File: config.mk
export PLATFORM = sky130hd
export DESIGN_NAME = alu_ext_seq_flat
export DESIGN_NICKNAME = d
export VERILOG_FILES = /design/src/rtl/alu_ext_pkg.sv /design/src/rtl/alu_ext_seq_if.sv /design/src/rtl/alu_ext_slice.sv /design/src/rtl/alu_ext_seq.sv /design/src/flat_wrapper.sv
export SDC_FILE = /design/constraint.sdc
export NUM_CORES = 1
export LEC_CHECK = 0
export BUFFER_PORTS_ARGS = -buffer_cell sky130_fd_sc_hd__buf_2
export CORE_MARGIN = 1.5
export CORE_UTILIZATION = 49
export CTS_CLUSTER_SIZE = 24
export DETAILED_ROUTE_END_ITERATION = 6
export PLACE_DENSITY = 0.77
export SLEW_MARGIN = 30
export SYNTH_ARGS = -nofsm -noshare
export SYNTH_HDL_FRONTEND = slang
export SYNTH_SLANG_ARGS = --single-unit
File: constraint.sdc
create_clock -name clk -period 1.75 [get_ports clk]
set_input_delay 0.175 -clock clk [delete_from_list [all_inputs] [get_ports clk]]
set_output_delay 0.175 -clock clk [all_outputs]
set_load 0.02 [all_outputs]
File: src/rtl/alu_ext_pkg.sv
// Shared definitions for the sequential operand-extender ALU: op codes,
// FSM states and operand-B conditioning.
package alu_ext_pkg;

  localparam logic [1:0] OP_ADD  = 2'b00;
  localparam logic [1:0] OP_SUB  = 2'b01;
  localparam logic [1:0] OP_INC  = 2'b10;
  localparam logic [1:0] OP_PASS = 2'b11;

  typedef enum logic [1:0] {IDLE, RUN, DONE} state_t;

  // Conditions one bit of B and yields {opB bit, cin}; applied bit-wise so any width works.
  function automatic logic [1:0] cond_opb(input logic [1:0] s, input logic b);
    case (s)
      OP_ADD:  return {b, 1'b0};
      OP_SUB:  return {~b, 1'b1};
      OP_INC:  return {1'b0, 1'b1};
      default: return 2'b00;
    endcase
  endfunction

endpackage

File: src/rtl/alu_ext_seq_if.sv
// Request/result bus between the sequencer, the ALU and the result bus.
interface alu_ext_seq_if #(parameter int WIDTH = 8);
  logic             in_valid;
  logic             in_ready;
  logic [WIDTH-1:0] a;
  logic [WIDTH-1:0] b;
  logic [1:0]       s;
  logic             acc_sel;
  logic             acc_clr;
  logic             out_valid;
  logic             out_ready;
  logic [WIDTH-1:0] result;
  logic             flag_c;
  logic             flag_z;
  logic             flag_n;
  logic             flag_v;
  logic [WIDTH-1:0] acc_q;

  modport master (
    output in_valid, a, b, s, acc_sel, acc_clr, out_ready,
    input  in_ready, out_valid, result, flag_c, flag_z, flag_n, flag_v, acc_q
  );

  modport slave (
    input  in_valid, a, b, s, acc_sel, acc_clr, out_ready,
    output in_ready, out_valid, result, flag_c, flag_z, flag_n, flag_v, acc_q
  );
endinterface

File: src/rtl/alu_ext_slice.sv
// Combinational CHUNK-bit adder slice, time-multiplexed by the top level.
module alu_ext_slice #(
  parameter int CHUNK = 4
) (
  input  logic [CHUNK-1:0] x,
  input  logic [CHUNK-1:0] y,
  input  logic             cin,
  output logic [CHUNK-1:0] sum,
  output logic             cout,
  output logic             zero
);
  assign {cout, sum} = {1'b0, x} + {1'b0, y} + {{CHUNK{1'b0}}, cin};
  assign zero = (sum == '0);
endmodule

File: src/rtl/alu_ext_seq.sv
// Multi-cycle ALU: conditions B, adds CHUNK bits per cycle with a registered
// carry, then presents result, flags and accumulator with valid/ready.
module alu_ext_seq
  import alu_ext_pkg::*;
#(
  parameter int WIDTH = 8,
  parameter int CHUNK = 4
) (
  input logic          clk,
  input logic          rst_n,
  alu_ext_seq_if.slave bus
);
  localparam int NSLICE = WIDTH / CHUNK;
  localparam int CW     = (NSLICE > 1) ? $clog2(NSLICE) : 1;

  if (WIDTH % CHUNK != 0) begin : g_bad_chunk
    $error("alu_ext_seq: WIDTH must be a multiple of CHUNK");
  end

  state_t           state;
  logic [WIDTH-1:0] op_a, op_b, work, result_r, acc_r;
  logic [CW-1:0]    slice;
  logic             carry, z_acc, a_msb, b_msb;
  logic             in_ready_r, out_valid_r, c_r, z_r, n_r, v_r;

  logic [WIDTH-1:0] opa_sel, opb_cond, work_next;
  logic             cin_cond;
  logic [CHUNK-1:0] sum;
  logic             cout, zero;

  alu_ext_slice #(.CHUNK(CHUNK)) u_slice (
    .x   (op_a[CHUNK-1:0]),
    .y   (op_b[CHUNK-1:0]),
    .cin (carry),
    .sum (sum),
    .cout(cout),
    .zero(zero)
  );

  always_comb begin
    opa_sel  = bus.acc_sel ? acc_r : bus.a;
    opb_cond = '0;
    cin_cond = 1'b0;
    for (int i = 0; i < WIDTH; i++) begin
      {opb_cond[i], cin_cond} = cond_opb(bus.s, bus.b[i]);
    end
    // Slices arrive LSB first, so each new sum enters at the top of the word.
    work_next = (work >> CHUNK) | (WIDTH'(sum) << (WIDTH - CHUNK));
  end

  always_ff @(posedge clk or negedge rst_n) begin
    if (!rst_n) begin
      state       <= IDLE;
      op_a        <= '0;
      op_b        <= '0;
      work        <= '0;
      result_r    <= '0;
      acc_r       <= '0;
      slice       <= '0;
      carry       <= 1'b0;
      z_acc       <= 1'b0;
      a_msb       <= 1'b0;
      b_msb       <= 1'b0;
      in_ready_r  <= 1'b1;
      out_valid_r <= 1'b0;
      c_r         <= 1'b0;
      z_r         <= 1'b0;
      n_r         <= 1'b0;
      v_r         <= 1'b0;
    end else begin
      case (state)
        IDLE: begin
          if (bus.in_valid) begin
            op_a       <= opa_sel;
            op_b       <= opb_cond;
            carry      <= cin_cond;
            a_msb      <= opa_sel[WIDTH-1];
            b_msb      <= opb_cond[WIDTH-1];
            z_acc      <= 1'b1;
            slice      <= '0;
            in_ready_r <= 1'b0;
            state      <= RUN;
          end
        end
        RUN: begin
          op_a  <= op_a >> CHUNK;
          op_b  <= op_b >> CHUNK;
          carry <= cout;
          z_acc <= z_acc & zero;
          work  <= work_next;
          slice <= slice + 1'b1;
          if (slice == CW'(NSLICE - 1)) begin
            result_r    <= work_next;
            c_r         <= cout;
            z_r         <= z_acc & zero;
            n_r         <= sum[CHUNK-1];
            v_r         <= (a_msb == b_msb) & (sum[CHUNK-1] != a_msb);
            out_valid_r <= 1'b1;
            state       <= DONE;
          end
        end
        DONE: begin
          if (bus.out_ready) begin
            out_valid_r <= 1'b0;
            in_ready_r  <= 1'b1;
            acc_r       <= result_r;
            state       <= IDLE;
          end
        end
        default: state <= IDLE;
      endcase
      // A clear takes priority over the handshake load.
      if (bus.acc_clr) acc_r <= '0;
    end
  end

  assign bus.in_ready  = in_ready_r;
  assign bus.out_valid = out_valid_r;
  assign bus.result    = result_r;
  assign bus.flag_c    = c_r;
  assign bus.flag_z    = z_r;
  assign bus.flag_n    = n_r;
  assign bus.flag_v    = v_r;
  assign bus.acc_q     = acc_r;
endmodule
File: src/flat_wrapper.sv
// flat-port wrapper written by rule: the top's interface ports become plain ports
module alu_ext_seq_flat import alu_ext_pkg::*;
#(
  parameter int WIDTH = 8,
  parameter int CHUNK = 4
)
  (clk, rst_n, bus_in_valid, bus_a, bus_b, bus_s, bus_acc_sel, bus_acc_clr, bus_out_ready, bus_in_ready, bus_out_valid, bus_result, bus_flag_c, bus_flag_z, bus_flag_n, bus_flag_v, bus_acc_q);
  alu_ext_seq_if #(.WIDTH(WIDTH)) bus_i ();
  input logic clk;
  input logic rst_n;
  input wire logic [$bits(bus_i.in_valid)-1:0] bus_in_valid;
  input wire logic [$bits(bus_i.a)-1:0] bus_a;
  input wire logic [$bits(bus_i.b)-1:0] bus_b;
  input wire logic [$bits(bus_i.s)-1:0] bus_s;
  input wire logic [$bits(bus_i.acc_sel)-1:0] bus_acc_sel;
  input wire logic [$bits(bus_i.acc_clr)-1:0] bus_acc_clr;
  input wire logic [$bits(bus_i.out_ready)-1:0] bus_out_ready;
  output wire logic [$bits(bus_i.in_ready)-1:0] bus_in_ready;
  output wire logic [$bits(bus_i.out_valid)-1:0] bus_out_valid;
  output wire logic [$bits(bus_i.result)-1:0] bus_result;
  output wire logic [$bits(bus_i.flag_c)-1:0] bus_flag_c;
  output wire logic [$bits(bus_i.flag_z)-1:0] bus_flag_z;
  output wire logic [$bits(bus_i.flag_n)-1:0] bus_flag_n;
  output wire logic [$bits(bus_i.flag_v)-1:0] bus_flag_v;
  output wire logic [$bits(bus_i.acc_q)-1:0] bus_acc_q;
  assign bus_i.in_valid = bus_in_valid;
  assign bus_i.a = bus_a;
  assign bus_i.b = bus_b;
  assign bus_i.s = bus_s;
  assign bus_i.acc_sel = bus_acc_sel;
  assign bus_i.acc_clr = bus_acc_clr;
  assign bus_i.out_ready = bus_out_ready;
  assign bus_in_ready = bus_i.in_ready;
  assign bus_out_valid = bus_i.out_valid;
  assign bus_result = bus_i.result;
  assign bus_flag_c = bus_i.flag_c;
  assign bus_flag_z = bus_i.flag_z;
  assign bus_flag_n = bus_i.flag_n;
  assign bus_flag_v = bus_i.flag_v;
  assign bus_acc_q = bus_i.acc_q;
  alu_ext_seq #(.WIDTH(WIDTH), .CHUNK(CHUNK)) u_core (.clk(clk), .rst_n(rst_n), .bus(bus_i));
endmodule
==> results.ini, run 1 <==
[power]
cellPowerDensity_nw_per_um2 = 2010
ir_worst_vdd_mv = 1.18
leakage_nw = 1.48

[floorplanning]
die_y_um = 71.6
die_width_um = 71.6
pin_count = 46
row_count = 24
dieArea_sq_um = 5130
coreArea_sq_um = 4440
start_util_pct = 51.9

[clocking]
htree_levels = 2
clkTransAtPathRegs_ns = 0.10
cts_tree = built
clock_sinks = 48
cts_made_buffers = 5
cts-root-buf = clkbuf_8
cts_buffer_depth = 2
insertion_delay_ns = 0.31

[global_route]
grt_first_pass_wirelength_um = 8830
antenna_found_initial = 0
grt_max_degree = 27
grt_pass1_vias = 1768
gr-usage-all-layers_pct = 22.6
grt-ovfl-total = 0

[sta]
fin_crit_ns = 1.78
finalSetupTns_ns = -0.0695
setup_viol = 3
hold-worst-slack_ns = 0.0555
period_share_pct = 102
relSlewSlack_pct = 62.4
fin_skew_ns = 0.0114
final_max_slew_viol_count = 0
final-hold-violation-count = 0
tightest_slew_ns = 0.563
final.setup.worst_slack_ns = -0.0309
rsz0062_at_grt = yes
fmax_mhz = 562

[synthesis]
syn_inst = 226
ys_ff_latch = 48
yosysTopAreaCell = dfrtp_1
synth_warnings = 0
synth_area_sq_um = 2310
yosysTopAreaCellShare_pct = 50.9
syn_nets = 257
ys_types = 32
avgSynthCellArea_sq_um = 10.2
synth.yosys.seq_area_share_pct = 52.1
yosys-top-cells-area = dfrtp_1 51%, mux2i_1 10%, nor2_1 6.5%

[min_path]
hold_start = bus_out_ready
hp-class = input pin to flop

[flow_run]
cap_violations = 0

[detailed_routing]
via_per_inst = 5.48
drt-total-wl_um = 5570
wl_per_cell_um = 16.7
drc = 3
drtIter0Drc = 113
num_vias = 1826
firstDrtPassIters = 6
ant_nets = 0

[critical_path]
r2r-start = u_core.carry
crit_end = u_core.z_acc
rr_worst_depth = 5
cpMaxStageDelayCell = fa_2
worstPathArrival_ns = 1.96
crit_type = flop to flop
worstPathCellList = fa_2 > fa_2 > nor2_1 > nand3_1 > o211ai_1
rrSetupSlack_ns = -0.03
critPathMostFrequentCell = fa_2
required_ns = 1.93
regToRegEndpoint = u_core.z_acc
crit_path_start = u_core.carry
end_kind = flop
critPathMaxStageDelay_ns = 0.56
crit_path_start_kind = flop
crit_path_max_fanout = 3

[cells_and_area]
stdcell_area_sq_um = 2820
layout_commonest_cell = dfrtp_1
nets = 311
n_fill_cell = 352
drive_gt1_share_pct = 29.5
antenna-diode-count = 0
syn_to_final_growth_pct = 22.3
layout_common_cells = 47 x dfrtp_1, 45 x buf_2, 40 x nor2_1

[placed_design]
gp_congestion = 0.839
hpwl_um = 3950
placed_area_sq_um = 2660
portBuffers = 45

[outcome]
violations = DRC, setup timing
status = finished, violations left

[registers in the layout, indices dropped and copies added, names as in the netlist, 2 cells and up]
name	count
u_core.bus.acc_q	8
u_core.op_b	8
u_core.bus.result	8
u_core.op_a	8
u_core.work	4
u_core.state	2
[how the worst min path moves through the flow]
stage | endpoint | slack (ns) | depth (start not counted)
after floorplan | u_core.a_msb | -0.12 | 0
after global placement | u_core.bus.out_valid | 0.19 | 1
after detailed placement | u_core.bus.out_valid | 0.19 | 1
after CTS | u_core.state[1] | 0.05 | 2
after global routing | u_core.state[1] | 0.05 | 2
final | u_core.state[1] | 0.06 | 2
[power breakdown]
| part | switching, mW | internal, mW | leakage, nW |
|---|---|---|---|
| sequential | 0.351 | 1.58 | 0.604 |
| clock | 0.388 | 0.423 | 0.0541 |
| combinational | 1.65 | 1.29 | 0.819 |
| total | 2.39 | 3.29 | 1.48 |
[area by class of cell]
class	count	area, sq um	area share (%)
flip-flops and latches	48	1200	42.6
multi-input cells	158	1060	37.5
repair buffers	62	368	13.0
clock buffers	5	68.8	2.44
well taps	52	65.1	2.30
clock inverters	3	42.5	1.51
inverters	5	18.8	0.665
[stage by stage]
| step | total power, mW | instances | utilization (%) | setup WS (ns) |
|---|---|---|---|---|
| after floorplan | 3.76 | 226 | - | 0.000989 |
| after global placement | 4.58 | 322 | 59.9 | 0.00620 |
| after detailed placement | 4.70 | 322 | 59.9 | -0.0625 |
| after CTS | 5.59 | 333 | 63.3 | -0.0257 |
| after global routing | 6.04 | 333 | 63.5 | -0.122 |
| final | 5.68 | 333 | 63.5 | -0.0309 |
[synthesized netlist by cell type]
| library cell | count |
|---|---|
| nand3_1 | 1 |
| a21oi_1 | 14 |
| mux2_1 | 6 |
| nor2b_1 | 1 |
| xnor2_1 | 1 |
| o22ai_1 | 9 |
| or2_1 | 1 |
| buf_2 | 5 |
| dfrtp_1 | 47 |
| dfstp_2 | 1 |
| buf_1 | 2 |
| o31ai_1 | 6 |
| or4_4 | 1 |
| nand3b_1 | 1 |
| ha_1 | 5 |
| nand2b_1 | 1 |
| nand3_2 | 1 |
| nand2_1 | 25 |
| buf_4 | 1 |
| clkbuf_1 | 7 |
| inv_1 | 4 |
| fa_1 | 2 |
| o211ai_1 | 2 |
| and3_4 | 1 |
| o21ai_1 | 9 |
| a21o_1 | 4 |
| and2b_1 | 1 |
| mux2i_1 | 24 |
| nor2_1 | 40 |
| a41oi_2 | 1 |
| a21oi_2 | 1 |
| inv_2 | 1 |
[kinds of logic after synthesis]
group | Yosys count | synth area share (%)
compound gates | 46 | 12.4
xor+xnor | 1 | 0.379
fa+ha+maj | 7 | 4.44
buf+inv | 20 | 3.69
flops | 48 | 52.1
mux | 30 | 13.3
simple gates | 74 | 13.7
[repair_timing]
item	4_1_cts	5_1_grt
setup buffers	2	0
endpoints found under the hold margin	21	0
resized for setup	1	3
endpoints found under the setup margin	5	7
hold buffers	1	0
cloned	0	0
pin swaps	2	2
[routing by layer]
metal	share of wire, %	wire (um)	vias up	global-route usage (%)
li1	-	-	882	-
met1	45	2510	882	31.5
met2	48	2690	54	36.9
met3	5.4	302	8	3.52
met4	1.2	68	0	6.29
met5	0	0	-	0
[worst max-delay path, delay by kind of cell, from the launching register on]
family / cells / cell delay (ns)
and+or+nand+nor: 2 / 0.15
AOI/OAI and AO/OA: 1 / 0.10
DFF: 1 / 0.41
adders and majority gates: 2 / 0.99
Power figures use the tool's default switching activity.
==> run 2, diff against run 1 <==
Settings changed: CORE_MARGIN 1.5 to 2, CORE_UTILIZATION 49 to 54, PLACE_DENSITY 0.77 to 0.8.
Clock period 1.75 ns to 1.94 ns, I/O delays scaled along.
==> results.ini, run 2 (synthesis gave the netlist of run 1 again) <==
[min_path]
holdPathStages = 2
hold_start = bus_out_ready
hold_end = u_core.state[1]
hp-class = input pin to flop

[clocking]
cts-root-buf = clkbuf_8
cts_tree = built
insertion_delay_ns = 0.31
cts_made_buffers = 5
clock_sinks = 48
htree_levels = 2
cts_buffer_depth = 2
clkTransAtPathRegs_ns = 0.09

[detailed_routing]
drc = 0
drt-total-wl_um = 5220
drtIter0Drc = 207
firstDrtPassIters = 4
ant_nets = 0
num_vias = 1862
wl_per_cell_um = 15.9
via_per_inst = 5.69

[global_route]
grt-ovfl-total = 0
gr-usage-all-layers_pct = 23.2
grt_first_pass_wirelength_um = 8890
antenna_found_initial = 0
grt_max_degree = 28
grt_pass1_vias = 1843

[cells_and_area]
nets = 307
drive_gt1_share_pct = 27.4
layout.cells.non_filler = 327
layout_commonest_cell = dfrtp_1
syn_to_final_growth_pct = 20.5
layout_common_cells = 47 x dfrtp_1, 45 x buf_2, 40 x nor2_1
antenna-diode-count = 0
final_util_pct = 68.5

[sta]
fin_skew_ns = 0.00693
fmax_mhz = 532
fin_crit_ns = 1.88
rsz0062_at_grt = no
tightest_slew_ns = 0.528
final-hold-violation-count = 0
setup_viol = 0
relSlewSlack_pct = 64.8
final_max_slew_viol_count = 0
period_share_pct = 96.8

[critical_path]
crit_path_start = u_core.op_b[2]
crit_path_max_fanout = 4
rr_worst_depth = 5
end_kind = flop
rrSetupSlack_ns = 0.06
worstPathArrival_ns = 2.10
crit_type = flop to flop
regToRegEndpoint = u_core.bus.flag_v
required_ns = 2.17
r2r-start = u_core.op_b[2]
crit_path_start_kind = flop

[power]
ir_worst_vdd_mv = 1.12
leakage_nw = 1.46
cellPowerDensity_nw_per_um2 = 1800

[placed_design]
hpwl_um = 3790
dp.cells = 317
gp_congestion = 0.792
portBuffers = 45

[floorplanning]
die_width_um = 69.4
dieArea_sq_um = 4810
start_util_pct = 56.9
row_count = 23
die_y_um = 69.4
coreArea_sq_um = 4060
pin_count = 46

[flow_run]
cap_violations = 0

[outcome]
status = finished, final reports clean

## run 2: worst max-delay path, cell delays in order (launching register included)
cell	delay [ns]
dfrtp_1	0.42
ha_1	0.40
a21oi_2	0.17
a21oi_1	0.12
or4_4	0.49
a41oi_2	0.19
## run 2: power breakdown
group,switching (mW),internal (mW)
Clock,0.342,0.422
Sequential,0.355,1.42
Combinational,1.41,1.05
Total,2.10,2.90
## run 2: per-stage QoR
stage | hold WS (ns) | setup WS (ns) | TNS (ns) | power, mW | cell area [sq um]
after global placement | 0.198 | 0.00555 | 0 | 3.98 | 2630
after global routing | 0.0783 | 0.00888 | 0 | 5.34 | 2780
after CTS | 0.0647 | 0.00616 | 0 | 4.95 | 2770
final | 0.0654 | 0.0615 | 0 | 5.00 | 2780
after floorplan | -0.102 | 0.00819 | 0 | 3.33 | 2310
after detailed placement | 0.199 | -0.0861 | -0.130 | 4.13 | 2630
## run 2: how the worst max path moves through the flow
stage,slack (ns),cells past startpoint,end
after global routing,0.009,5,u_core.bus.flag_v
after detailed placement,-0.09,5,u_core.bus.flag_z
after floorplan,0.008,5,u_core.bus.flag_z
after CTS,0.006,5,u_core.bus.flag_z
after global placement,0.006,5,u_core.bus.flag_z
final,0.06,5,u_core.bus.flag_v
## run 2: layout make-up
type,instances,area (sq um)
fill,290,1280
timing repair buffer,58,338
clock inverter,2,38.8
inverter,5,18.8
sequential,48,1200
multi-input combinational,158,1040
tap,50,62.6
clock buffer,6,82.6
## run 2: routing by layer
metal	share of wire (%)	track usage, %
met1	43	31.3
met2	50	38.1
met3	5.5	3.92
met4	1.6	7.84
met5	0	0
## run 2: what timing repair did
item                                    CTS  global route
setup buffers                             0             1
resized for setup                         2             2
endpoints found under the setup margin    3             5
pin swaps                                 0             4
hold buffers                              1             0
endpoints found under the hold margin    21             0
